## config.mk

```make
export PLATFORM = sky130hd
export DESIGN_NAME = mul_frame_collect
export DESIGN_NICKNAME = d
export VERILOG_FILES = /design/src/rtl/mul_pkg.sv /design/src/rtl/mul_frame_fifo.sv /design/src/rtl/mul_frame_collect.sv
export SDC_FILE = /design/constraint.sdc
export NUM_CORES = 1
export LEC_CHECK = 0
export ABC_AREA = 1
export ABC_CLOCK_PERIOD_IN_PS = 2600
export BUFFER_PORTS_ARGS = -buffer_cell sky130_fd_sc_hd__buf_2
export CAP_MARGIN = 15
export CORE_MARGIN = 1.5
export CORE_UTILIZATION = 45
export CTS_BUF_LIST = sky130_fd_sc_hd__clkbuf_2
export CTS_CLUSTER_SIZE = 30
export DETAILED_ROUTE_END_ITERATION = 8
export PLACE_DENSITY = 0.65
export SETUP_SLACK_MARGIN = 0.5
export SYNTH_ARGS = -nofsm -noshare
export SYNTH_HDL_FRONTEND = slang
export SYNTH_SLANG_ARGS = --single-unit
export TNS_END_PERCENT = 30
```

## constraint.sdc

```tcl
create_clock -name clk -period 2.6 [get_ports clk]
set_input_delay 0.52 -clock clk [delete_from_list [all_inputs] [get_ports clk]]
set_output_delay 0.52 -clock clk [all_outputs]
set_load 0.05 [all_outputs]
```

## src/rtl/mul_pkg.sv

```systemverilog
// Shared types and constants for the multiply-select consumer path.
// Holds the beat/width constants, the collector FSM state type and the buffer entry layout.
// Optional MUL_CHECK_EN adds a per-entry consistency error bit to the entry layout.
package mul_pkg;

  localparam int BEATS  = 4;
  localparam int DATA_W = 11;
  localparam int BASE_W = 8;
  localparam int SUM_W  = 13;

  typedef enum logic [1:0] {
    COL_WAIT = 2'd0,
    COL_B1   = 2'd1,
    COL_B2   = 2'd2,
    COL_B3   = 2'd3
  } mul_col_state_t;

  typedef struct packed {
`ifdef MUL_CHECK_EN
    logic              err;
`endif
    logic [SUM_W-1:0]  sum;
    logic [BASE_W-1:0] base;
  } mul_entry_t;

endpackage

```

## src/rtl/mul_frame_fifo.sv

```systemverilog
// Purpose : 2-entry synchronous FIFO, head shown combinationally from storage.
// Latency : an entry pushed at edge N is at the head after edge N when the FIFO was empty.
// Backpr. : push while full is ignored unless a pop happens in the same cycle; pop while empty is ignored.
// Ports   : clk/rst (async active-low), push/push_dat, pop, head, full, empty.
module mul_frame_fifo #(
  parameter int W = 8
) (
  input  logic         clk,
  input  logic         rst,
  input  logic         push,
  input  logic [W-1:0] push_dat,
  input  logic         pop,
  output logic [W-1:0] head,
  output logic         full,
  output logic         empty
);

  logic [W-1:0] mem [2];
  logic         wr_ptr;
  logic         rd_ptr;
  logic [1:0]   count;
  logic         do_push;
  logic         do_pop;

  assign full    = (count == 2'd2);
  assign empty   = (count == 2'd0);
  assign do_pop  = pop && !empty;
  // When full, the write slot is the head slot being popped, so the overwrite is safe.
  assign do_push = push && (!full || do_pop);
  assign head    = mem[rd_ptr];

  always_ff @(posedge clk or negedge rst) begin
    if (!rst) begin
      mem[0] <= '0;
      mem[1] <= '0;
      wr_ptr <= 1'b0;
      rd_ptr <= 1'b0;
      count  <= 2'd0;
    end else begin
      if (do_push) begin
        mem[wr_ptr] <= push_dat;
        wr_ptr      <= ~wr_ptr;
      end
      if (do_pop) begin
        rd_ptr <= ~rd_ptr;
      end
      count <= count + {1'b0, do_push} - {1'b0, do_pop};
    end
  end

endmodule

```

## src/rtl/mul_frame_collect.sv

```systemverilog
// Purpose : assemble 4-beat (d,3d,7d,8d) frames, reduce to base and sum, buffer 2 frames for a valid/ready sink.
// Latency : o_valid rises the cycle after the beat-3 edge when the buffer was empty.
// Backpr. : o_ready=0 holds the head; a frame completing into a full buffer (no pop) is dropped and sets ovf.
// Ports   : clk, rst (async active-low), in_grant/in_data upstream beats; o_valid/o_ready/o_base/o_sum/o_err
//           head frame; ovf sticky drop flag; frame_cnt saturating count of buffered frames.
// Config  : define MUL_CHECK_EN to build the multiple-consistency check driving o_err.
module mul_frame_collect
  import mul_pkg::*;
#(
  parameter int SUM_W = mul_pkg::SUM_W
) (
  input  logic              clk,
  input  logic              rst,
  input  logic              in_grant,
  input  logic [DATA_W-1:0] in_data,
  output logic              o_valid,
  input  logic              o_ready,
  output logic [BASE_W-1:0] o_base,
  output logic [SUM_W-1:0]  o_sum,
  output logic              o_err,
  output logic              ovf,
  output logic [15:0]       frame_cnt
);

  localparam int ENTRY_W = $bits(mul_entry_t);

  mul_col_state_t    state;
  logic [DATA_W-1:0] b0, b1, b2;
  logic              complete;
  logic              push;
  logic              pop;
  logic              fifo_full;
  logic              fifo_empty;
  logic [SUM_W-1:0]  sum_full;
  mul_entry_t        new_entry;
  mul_entry_t        head_entry;
  mul_entry_t        last_entry;
  mul_entry_t        shown;
  logic [ENTRY_W-1:0] head_bits;

  // Grant wins in every state: it restarts the frame, discarding any partial one.
  always_ff @(posedge clk or negedge rst) begin
    if (!rst) begin
      state <= COL_WAIT;
      b0    <= '0;
      b1    <= '0;
      b2    <= '0;
    end else if (in_grant) begin
      b0    <= in_data;
      state <= COL_B1;
    end else begin
      case (state)
        COL_B1:  begin b1 <= in_data; state <= COL_B2;   end
        COL_B2:  begin b2 <= in_data; state <= COL_B3;   end
        COL_B3:  state <= COL_WAIT;
        default: state <= COL_WAIT;
      endcase
    end
  end

  // Beat 3 is never stored; it is consumed straight from in_data at completion.
  assign complete = (state == COL_B3) && !in_grant;
  assign sum_full = SUM_W'(b0) + SUM_W'(b1) + SUM_W'(b2) + SUM_W'(in_data);

  always_comb begin
    new_entry      = '0;
    new_entry.sum  = sum_full;
    new_entry.base = b0[BASE_W-1:0];
`ifdef MUL_CHECK_EN
    new_entry.err  = (b0[DATA_W-1:BASE_W] != '0)
                  || (b1      != DATA_W'(b0 * 3))
                  || (b2      != DATA_W'(b0 * 7))
                  || (in_data != DATA_W'(b0 * 8));
`endif
  end

  assign o_valid = !fifo_empty;
  assign pop     = o_valid && o_ready;
  assign push    = complete && (!fifo_full || pop);

  mul_frame_fifo #(
    .W (ENTRY_W)
  ) u_fifo (
    .clk      (clk),
    .rst      (rst),
    .push     (push),
    .push_dat (new_entry),
    .pop      (pop),
    .head     (head_bits),
    .full     (fifo_full),
    .empty    (fifo_empty)
  );

  assign head_entry = mul_entry_t'(head_bits);

  // FIFO storage slots do not hold the last-popped value at the head, so
  // the most recently shown head is kept separately for the empty case.
  always_ff @(posedge clk or negedge rst) begin
    if (!rst) begin
      last_entry <= '0;
      ovf        <= 1'b0;
      frame_cnt  <= '0;
    end else begin
      if (!fifo_empty) begin
        last_entry <= head_entry;
      end
      if (complete && !push) begin
        ovf <= 1'b1;
      end
      if (push && (frame_cnt != 16'hFFFF)) begin
        frame_cnt <= frame_cnt + 16'd1;
      end
    end
  end

  assign shown  = fifo_empty ? last_entry : head_entry;
  assign o_base = shown.base;
  assign o_sum  = shown.sum;
`ifdef MUL_CHECK_EN
  assign o_err  = shown.err;
`else
  assign o_err  = 1'b0;
`endif

endmodule

```

==> flow_metrics.py, run 1 <==
metrics = {
    "synth": {
        "ys_ff_latch": 119,
        "synth.yosys.warnings": 0,
        "postSynthNetCount": 809,
        "synth.area.top_cells": "dfrtp_1 (47%), nand2_1 (14%), o21ai_0 (7.6%)",
        "synth_area_um2": 6330,
        "synth_top_area_cell": "dfrtp_1",
        "synth_cell_types": 33,
        "async_reset_ff_share_pct": 100,
        "yosys.cell_count.top_type": "nand2_1",
        "synth_ff_type": "dfrtp_1",
        "postSynthCellCount": 754,
        "ys_seq_area_share_pct": 47.1,
        "synth_top_cell_area_share_pct": 47.1,
        "synth_edf_count": 0,
        "synth_common_cells": "nand2_1 (235), inv_1 (120), dfrtp_1 (119)",
        "synth_area_per_cell_um2": 8.39,
    },
    "die": {
        "num_io_pins": 55,
        "die_x_um": 122,
        "start_util_pct": 45.8,
        "num_rows": 43,
        "core_area_um2": 13800,
        "die_y_um": 122,
        "dieArea_um2": 14800,
    },
    "worst_hold_path": {
        "min_from": "in_data[8]",
        "hp-class": "input pin to flip-flop",
    },
    "job": {
        "drv_cap": 0,
    },
    "timing": {
        "period_minus_slack_ns": 2.64,
        "max_freq_mhz": 379,
        "finalSetupViolCount": 6,
        "finalCritPeriodShare_pct": 101,
        "final_hold_viol_count": 0,
        "maxSlewHeadroom_pct": 54.4,
        "tns_ns": -0.136,
        "grt_setup_unrepaired": "true",
        "tightest_slew_ns": 0.682,
        "postLayoutSetupSlackWorst_ns": -0.0376,
        "fin_skew_ns": 0.0239,
        "slew_viol_final": 0,
    },
    "critical_path": {
        "startpoint_type": "flip-flop",
        "worstReg2RegStart": "b0[1]",
        "path_cells": "inv_2 > fa_1 > fa_1 > inv_2 > ha_4 > fa_2 > nand2_2 > nand3_4 > nand2_2 > xnor2_2 > nand2_1 > o21ai_1",
        "rrSetupSlack_ns": -0.04,
        "cp_top_family": "adder cells",
        "cp-startpoint": "b0[1]",
        "path_buf_inv": 2,
        "setup.worst_path.end_class": "flip-flop",
        "cp_slowest_cell": "fa_1",
        "path_class": "flip-flop to flip-flop",
        "worst-path-max-fanout": 3,
        "crit_arrival_ns": 3.26,
        "crit_path_max_incr_delay_ns": 0.54,
        "cp.required_ns": 3.22,
    },
    "final_layout": {
        "drive_above_1_share_pct": 29.3,
        "area_growth_syn_to_layout_pct": 30.3,
        "fin_cells": 1047,
        "diodes": 0,
        "fin_util_pct": 59.6,
        "nets": 910,
    },
    "detailed_routing": {
        "wl_per_cell_um": 14.0,
        "vias": 5160,
        "first_pass_iters": 5,
        "initialDrtViolationCount": 237,
        "route.detailed.drc": 0,
        "routed_wirelength_um": 14600,
        "ant_nets": 0,
        "via_per_inst": 4.93,
    },
    "clock_tree": {
        "clk_latency_ns": 0.69,
        "cts_tree": "yes",
        "cts_sinks": 119,
        "cts-root-buf": "clkbuf_2",
        "cts.htree.levels": 4,
        "path_clk_slew_ns": 0.17,
        "cts_buffer_depth": 2,
        "cts-buffers-inserted": 17,
    },
    "run_status": {
        "violations": "negative setup slack",
        "status": "finished with violations",
    },
    "place": {
        "dp_cells": 991,
        "io_buffers": 53,
        "place_congestion": 0.879,
        "post-dp-hpwl_um": 9710,
    },
    "global_route": {
        "antenna_found_initial": 0,
        "grt_start_max_net_pins": 48,
        "grt_pass1_wl_um": 25200,
        "grt_pass1_vias": 5378,
        "track_usage_pct": 22.0,
        "grt_remaining_overflow": 0,
    },
}
[area by class of cell]
type	instances	area [um^2]
Clock inverter	12	135
Tap cell	180	225
Timing Repair Buffer	107	1010
Inverter	123	475
Clock buffer	19	95.1
Sequential cell	119	2980
Fill cell	1185	5580
Multi-Input combinational cell	487	3320
[per-layer routing]
| metal | track usage [%] | vias up | share of wire (%) | wire, um |
|---|---|---|---|---|
| li1 | - | 2533 | - | - |
| met3 | 6.04 | 23 | 4.7 | 684 |
| met2 | 37.3 | 117 | 50 | 7390 |
| met1 | 27.3 | 2487 | 43 | 6320 |
| met5 | 0 | - | 0 | 0 |
| met4 | 7.43 | 0 | 1.7 | 250 |
[sequential cells by signal (all words and copies together) (netlist names)]
name / count
state: 2
last_entry: 21
frame_cnt: 16
b2: 11
u_fifo.rd_ptr: 1
ovf: 1
u_fifo.wr_ptr: 1
u_fifo.mem: 42
u_fifo.count: 2
b0: 11
b1: 11
[timing repair]
action / CTS / global route
endpoints found under the hold margin: 45 / 0
hold buffers: 5 / 0
cloned: 5 / 0
resized for setup: 150 / 33
endpoints found under the setup margin: 52 / 60
pin swaps: 35 / 28
setup buffers: 12 / 3
[placed cells by master (no fill, tap or decap), types with 6 or more instances in the layout]
cell type / n
buf_2: 25
buf_4: 38
buf_6: 23
clkbuf_2: 19
clkinv_2: 6
dfrtp_1: 116
fa_1: 21
ha_1: 8
ha_4: 10
inv_1: 100
inv_2: 19
nand2_1: 206
nand2_2: 15
nand2_4: 15
nand3_1: 19
nand3_2: 7
nand4_1: 6
nor2_1: 18
nor2_2: 7
nor2_4: 7
o21ai_0: 67
o21ai_1: 20
o21ai_2: 10
o21ai_4: 13
xor2_1: 9
[tightest hold or removal path: stages]
cell and delay [ns]:
buf_2 0.09, nand2_1 0.04, o21ai_0 0.06
[logic make-up (layout without fill, tap and decap cells)]
kind of cell	after synthesis	count (layout)	synth area share, %
AO/OA/AOI/OAI	116	116	9.63
XOR/XNOR	17	17	2.47
adder cells (fa/ha/maj)	40	40	10.5
buffers and inverters	148	261	9.45
flip-flops	119	119	47.1
other	1	1	0.0593
AND/OR/NAND/NOR	313	313	20.8
[per-stage QoR]
step           setup WS [ns]  instance area, um^2  hold slack [ns]
4_1_cts              -0.0546                 8110          0.00512
3_5_place_dp          -0.285                 7120            0.454
3_3_place_gp          -0.258                 7120            0.451
2_1_floorplan        -0.0230                 6520            0.224
6_report             -0.0376                 8240           0.0661
5_1_grt               -0.187                 8240          0.00324
[path summary, 6_finish.rpt]
check / cells past startpoint / end
max: 12 / u_fifo.mem[13]
min: 3 / b0[8]
max in group asynchronous: 3 / frame_cnt[3]
min reg2reg: 2 / u_fifo.mem[29]
min in group asynchronous: 2 / last_entry[7]
max reg2reg: 12 / u_fifo.mem[13]
Power of run 1 is left out: the tool's default activity adds up to more than one toggle a clock period on the data nets, which glitch-free logic cannot reach.
==> run 2: changes to the inputs <==
Settings changed: CORE_UTILIZATION 45 to 56, PLACE_DENSITY 0.65 to 0.79.
==> run 2 against run 1 <==
Compared with the run above:
- critical endpoint is now u_fifo.mem[15]
- die area fell by 19%
- flip-flop and latch count stayed put
- critical path depth up 1
- the run still ends with negative setup slack left
==> flow_metrics.py, run 2 (same netlist as run 1, synthesis figures left out) <==
metrics = {
    "run_status": {
        "status": "finished with violations",
        "violations": "negative setup slack",
    },
    "final_layout": {
        "top_register": "u_fifo.mem",
        "postLayoutCellArea_um2": 8460,
        "multi_input_area_um2": 3420,
        "drive_above_1_share_pct": 33.6,
        "n_fill_cell": 690,
        "layout_commonest_cell": "nand2_1",
        "largest_reg_flops": 42,
        "final-seq-area_um2": 2980,
        "largestRegisters": "u_fifo.mem: 42 flops, last_entry: 21 flops, frame_cnt: 16 flops",
        "final_cell_mix": "nand2_1 (198), dfrtp_1 (117), inv_1 (91)",
        "nets": 917,
        "diodes": 0,
        "area_growth_syn_to_layout_pct": 33.8,
    },
    "timing": {
        "finalSetupViolCount": 7,
        "tns_ns": -0.249,
        "max_freq_mhz": 373,
        "maxSlewHeadroom_pct": 53.6,
        "final_hold_viol_count": 0,
        "postLayoutSetupSlackWorst_ns": -0.0811,
        "tightest_slew_ns": 0.695,
        "finalCritPeriodShare_pct": 103,
        "period_minus_slack_ns": 2.68,
        "grt_setup_unrepaired": "true",
        "fin_skew_ns": 0.0366,
        "slew_viol_final": 0,
    },
    "global_route": {
        "grt_start_max_net_pins": 55,
        "track_usage_pct": 27.7,
        "grt_pass1_wl_um": 24800,
        "grt_remaining_overflow": 0,
        "grt_pass1_vias": 5359,
        "antenna_found_initial": 0,
    },
    "die": {
        "start_util_pct": 57.8,
        "die_y_um": 109,
        "num_io_pins": 55,
        "dieArea_um2": 11900,
        "num_rows": 38,
        "die_x_um": 109,
        "core_area_um2": 10900,
    },
    "place": {
        "io_buffers": 53,
        "post-place-ws_ns": -0.325,
        "place_area_um2": 7060,
        "post-dp-hpwl_um": 9490,
        "place_congestion": 0.886,
    },
    "detailed_routing": {
        "routed_wirelength_um": 16700,
        "via_per_inst": 5.41,
        "wl_per_cell_um": 16.5,
        "ant_nets": 0,
        "route.detailed.drc": 0,
        "initialDrtViolationCount": 370,
        "vias": 5487,
        "first_pass_iters": 6,
    },
    "critical_path": {
        "worst-path-max-fanout": 3,
        "crit_arrival_ns": 3.34,
        "startpoint_type": "flip-flop",
        "path_class": "flip-flop to flip-flop",
        "setup.worst_path.end_class": "flip-flop",
        "cp.required_ns": 3.26,
    },
    "job": {
        "drv_cap": 0,
    },
    "clock_tree": {
        "cts-root-buf": "clkbuf_2",
        "cts.htree.levels": 4,
        "cts_tree": "yes",
        "clk_latency_ns": 0.73,
        "cts-buffers-inserted": 17,
        "path_clk_slew_ns": 0.18,
        "cts_sinks": 119,
        "cts_buffer_depth": 2,
    },
    "worst_hold_path": {
        "hp-class": "input pin to flip-flop",
    },
}
## run 2: area by class of cell
type	instances	share of cell area [%]
clock buffers	20	1.18
repair buffers	114	13.4
well taps	140	2.07
inverters	123	5.62
clock inverters	12	2.14
flip-flops and latches	119	35.2
multi-input cells	487	40.4
## run 2: path summary, 6_finish.rpt
check	startpoint	to	slack [ns]	depth (start not counted)
setup / recovery	b1[1]	u_fifo.mem[15]	-0.08	13
hold / removal	in_data[3]	b0[3]	0.05	3
setup reg to reg	b1[1]	u_fifo.mem[15]	-0.08	13
hold reg to reg	u_fifo.mem[18]	u_fifo.mem[18]	0.50	2
max in group asynchronous	rst	u_fifo.rd_ptr	1.67	3
min in group asynchronous	rst	last_entry[2]	0.22	2
## run 2: metrics by stage
step / hold WS [ns] / std cells / utilization, %
floorplan: 0.224 / 754 / -
global placement: 0.449 / 950 / 64.6
detailed placement: 0.455 / 950 / 64.6
CTS: 0.00173 / 1005 / 73.1
global route: 0.0115 / 1015 / 77.4
finish: 0.0490 / 1015 / 77.4
## run 2: repair_timing
| action | 4_1_cts | 5_1_grt |
|---|---|---|
| pin swaps | 15 | 50 |
| cloned | 7 | 1 |
| buffers inserted | 12 | 8 |
| gates resized for setup | 126 | 115 |
| setup endpoints to repair | 53 | 58 |
| hold buffers | 4 | 1 |
| hold endpoints to repair | 30 | 1 |
## run 2: critical path, cell delays in order (launching register included)
cell and delay [ns]:
dfrtp_1 0.40, inv_2 0.05, fa_1 0.49, fa_1 0.51, inv_2 0.05, ha_4 0.16, fa_2 0.37, nand2_1 0.09
nand3_2 0.11, nand3_2 0.11, nand2_1 0.07, nand2_2 0.07, nand3_2 0.07, o21ai_1 0.09
## run 2: routing by layer
metal  GRT usage [%]  vias to the layer above  wire (um)
met4            10.9                        0        610
met2            49.6                      192       8740
met3            5.86                       54        809
met5               0                        -          0
li1                -                     2548          -
met1            32.3                     2693       6570
Power of run 2 is left out for the same reason.
==> run 3: changes to the inputs <==
Settings changed: REMOVE_ABC_BUFFERS from default to 1.
==> run 3 against run 2 <==
Compared with the run above:
- the flow still finishes with violations (negative setup slack)
- hold slack improved by 0.010 ns
- core utilization decreased by 1.5 points
- via count shrank 0.44%
- highest routed layer unchanged
==> flow_metrics.py, run 3 (same netlist as run 1, synthesis figures left out) <==
metrics = {
    "die": {
        "num_io_pins": 55,
        "die_x_um": 109,
        "num_rows": 38,
        "start_util_pct": 57.8,
        "dieArea_um2": 11900,
        "die_y_um": 109,
        "core_area_um2": 10900,
    },
    "worst_hold_path": {
        "hp-class": "input pin to flip-flop",
    },
    "final_layout": {
        "top_register": "u_fifo.mem",
        "nets": 924,
        "largest_reg_flops": 42,
        "final_cell_mix": "nand2_1 (192), dfrtp_1 (117), inv_1 (112)",
        "largestRegisters": "u_fifo.mem: 42 flops, last_entry: 21 flops, frame_cnt: 16 flops",
        "layout_commonest_cell": "nand2_1",
        "postLayoutCellArea_um2": 8300,
        "diodes": 0,
        "area_growth_syn_to_layout_pct": 31.2,
        "drive_above_1_share_pct": 31.3,
    },
    "detailed_routing": {
        "via_per_inst": 5.35,
        "route.detailed.drc": 0,
        "wl_per_cell_um": 15.9,
        "ant_nets": 0,
        "routed_wirelength_um": 16200,
        "initialDrtViolationCount": 371,
        "first_pass_iters": 5,
        "vias": 5463,
    },
    "job": {
        "drv_cap": 0,
    },
    "global_route": {
        "grt_pass1_wl_um": 23100,
        "antenna_found_initial": 0,
        "grt_start_max_net_pins": 48,
        "grt_remaining_overflow": 0,
        "grt_pass1_vias": 5220,
        "track_usage_pct": 25.3,
    },
    "place": {
        "io_buffers": 53,
        "post-dp-hpwl_um": 8910,
        "place_congestion": 0.837,
        "place_area_um2": 6910,
    },
    "timing": {
        "grt_setup_unrepaired": "true",
        "slew_viol_final": 0,
        "fin_skew_ns": 0.0177,
        "period_minus_slack_ns": 2.69,
        "postLayoutSetupSlackWorst_ns": -0.0866,
        "finalSetupViolCount": 10,
        "max_freq_mhz": 372,
        "final_hold_viol_count": 0,
        "maxSlewHeadroom_pct": 51.6,
        "tightest_slew_ns": 0.724,
        "finalCritPeriodShare_pct": 103,
    },
    "clock_tree": {
        "path_clk_slew_ns": 0.18,
        "cts_sinks": 119,
        "clk_latency_ns": 0.69,
        "cts_tree": "yes",
        "cts.htree.levels": 4,
        "cts-root-buf": "clkbuf_2",
        "cts-buffers-inserted": 17,
        "cts_buffer_depth": 2,
    },
    "critical_path": {
        "path_class": "flip-flop to flip-flop",
        "crit_arrival_ns": 3.29,
        "crit_top_cell": "fa_1",
        "cp.required_ns": 3.21,
        "crit_path_max_incr_delay_ns": 0.49,
        "worst-path-max-fanout": 3,
        "path_buf_inv": 2,
        "path_cells": "inv_2 > fa_1 > fa_1 > inv_1 > ha_2 > fa_2 > nand2_2 > nand3_4 > nand3_2 > nand3b_1 > nand3_1 > nand2_1",
        "setup.worst_path.end_class": "flip-flop",
        "startpoint_type": "flip-flop",
        "rrSetupSlack_ns": -0.09,
        "cp_slowest_cell": "fa_1",
        "cp_top_family": "adder cells",
    },
    "run_status": {
        "violations": "negative setup slack",
        "status": "finished with violations",
    },
}
[run 3: cell count changes in the layout (fill, tap and decap cells not counted), moves of 6 or more]
| cell | previous run | this run |
|---|---|---|
| buf_16 | 7 | 0 |
| buf_4 | 38 | 45 |
| clkinv_2 | 2 | 8 |
| inv_1 | 91 | 112 |
| inv_2 | 28 | 10 |
| nand2_1 | 198 | 192 |
| nand2_2 | 27 | 34 |
| o21ai_2 | 18 | 27 |
| o21ai_4 | 18 | 9 |
[run 3: cell type report]
class | count | area [um^2]
sequential | 119 | 2980
clock inverter | 13 | 136
inverter | 123 | 463
tap | 140 | 175
multi-input combinational | 487 | 3290
timing repair buffer | 121 | 1150
clock buffer | 19 | 95.1
fill | 730 | 2640
[run 3: worst reg2reg max path, delay by kind of cell (launching register included)]
kind | cells | cell delay (ns)
adder cells (fa/ha/maj) | 4 | 1.51
buffers and inverters | 2 | 0.12
flip-flops | 1 | 0.43
AND/OR/NAND/NOR | 6 | 0.54
[run 3: metal layers]
metal | vias to the layer above | global-route usage, % | wire length (um)
met4 | 0 | 10.2 | 449
met2 | 184 | 44.2 | 8430
met5 | - | 0 | 0
met3 | 39 | 5.68 | 840
met1 | 2672 | 30.0 | 6500
li1 | 2568 | - | -
[run 3: final timing paths]
check / start / endpoint / cells past startpoint
worst max-delay path: b0[1] / u_fifo.mem[36] / 12
worst min-delay path: in_data[5] / b0[5] / 3
worst max register to register: b0[1] / u_fifo.mem[36] / 12
worst min register to register: b0[7] / u_fifo.mem[7] / 2
max in group asynchronous: rst / u_fifo.count[1] / 3
min in group asynchronous: rst / b0[4] / 2
[run 3: per-stage QoR]
stage	cells	util [%]	setup slack [ns]	hold WS (ns)	setup TNS (ns)
final	1022	75.9	-0.0866	0.0594	-0.465
after global routing	1022	75.9	-0.202	0.0171	-3.73
after CTS	1000	70.9	-0.0222	0.00100	-0.107
after detailed placement	954	63.2	-0.423	0.453	-7.17
after global placement	954	63.2	-0.389	0.452	-6.56
after floorplan	729	-	-0.463	0.224	-19.38
[run 3: what timing repair did]
| item | 4_1_cts | 5_1_grt |
|---|---|---|
| pin swaps | 63 | 24 |
| endpoints found under the setup margin | 56 | 59 |
| hold buffers | 8 | 0 |
| cloned | 0 | 9 |
| gates resized for setup | 157 | 77 |
| hold endpoints to repair | 52 | 0 |
| buffers inserted | 6 | 13 |
Power of run 3 is left out for the same reason.
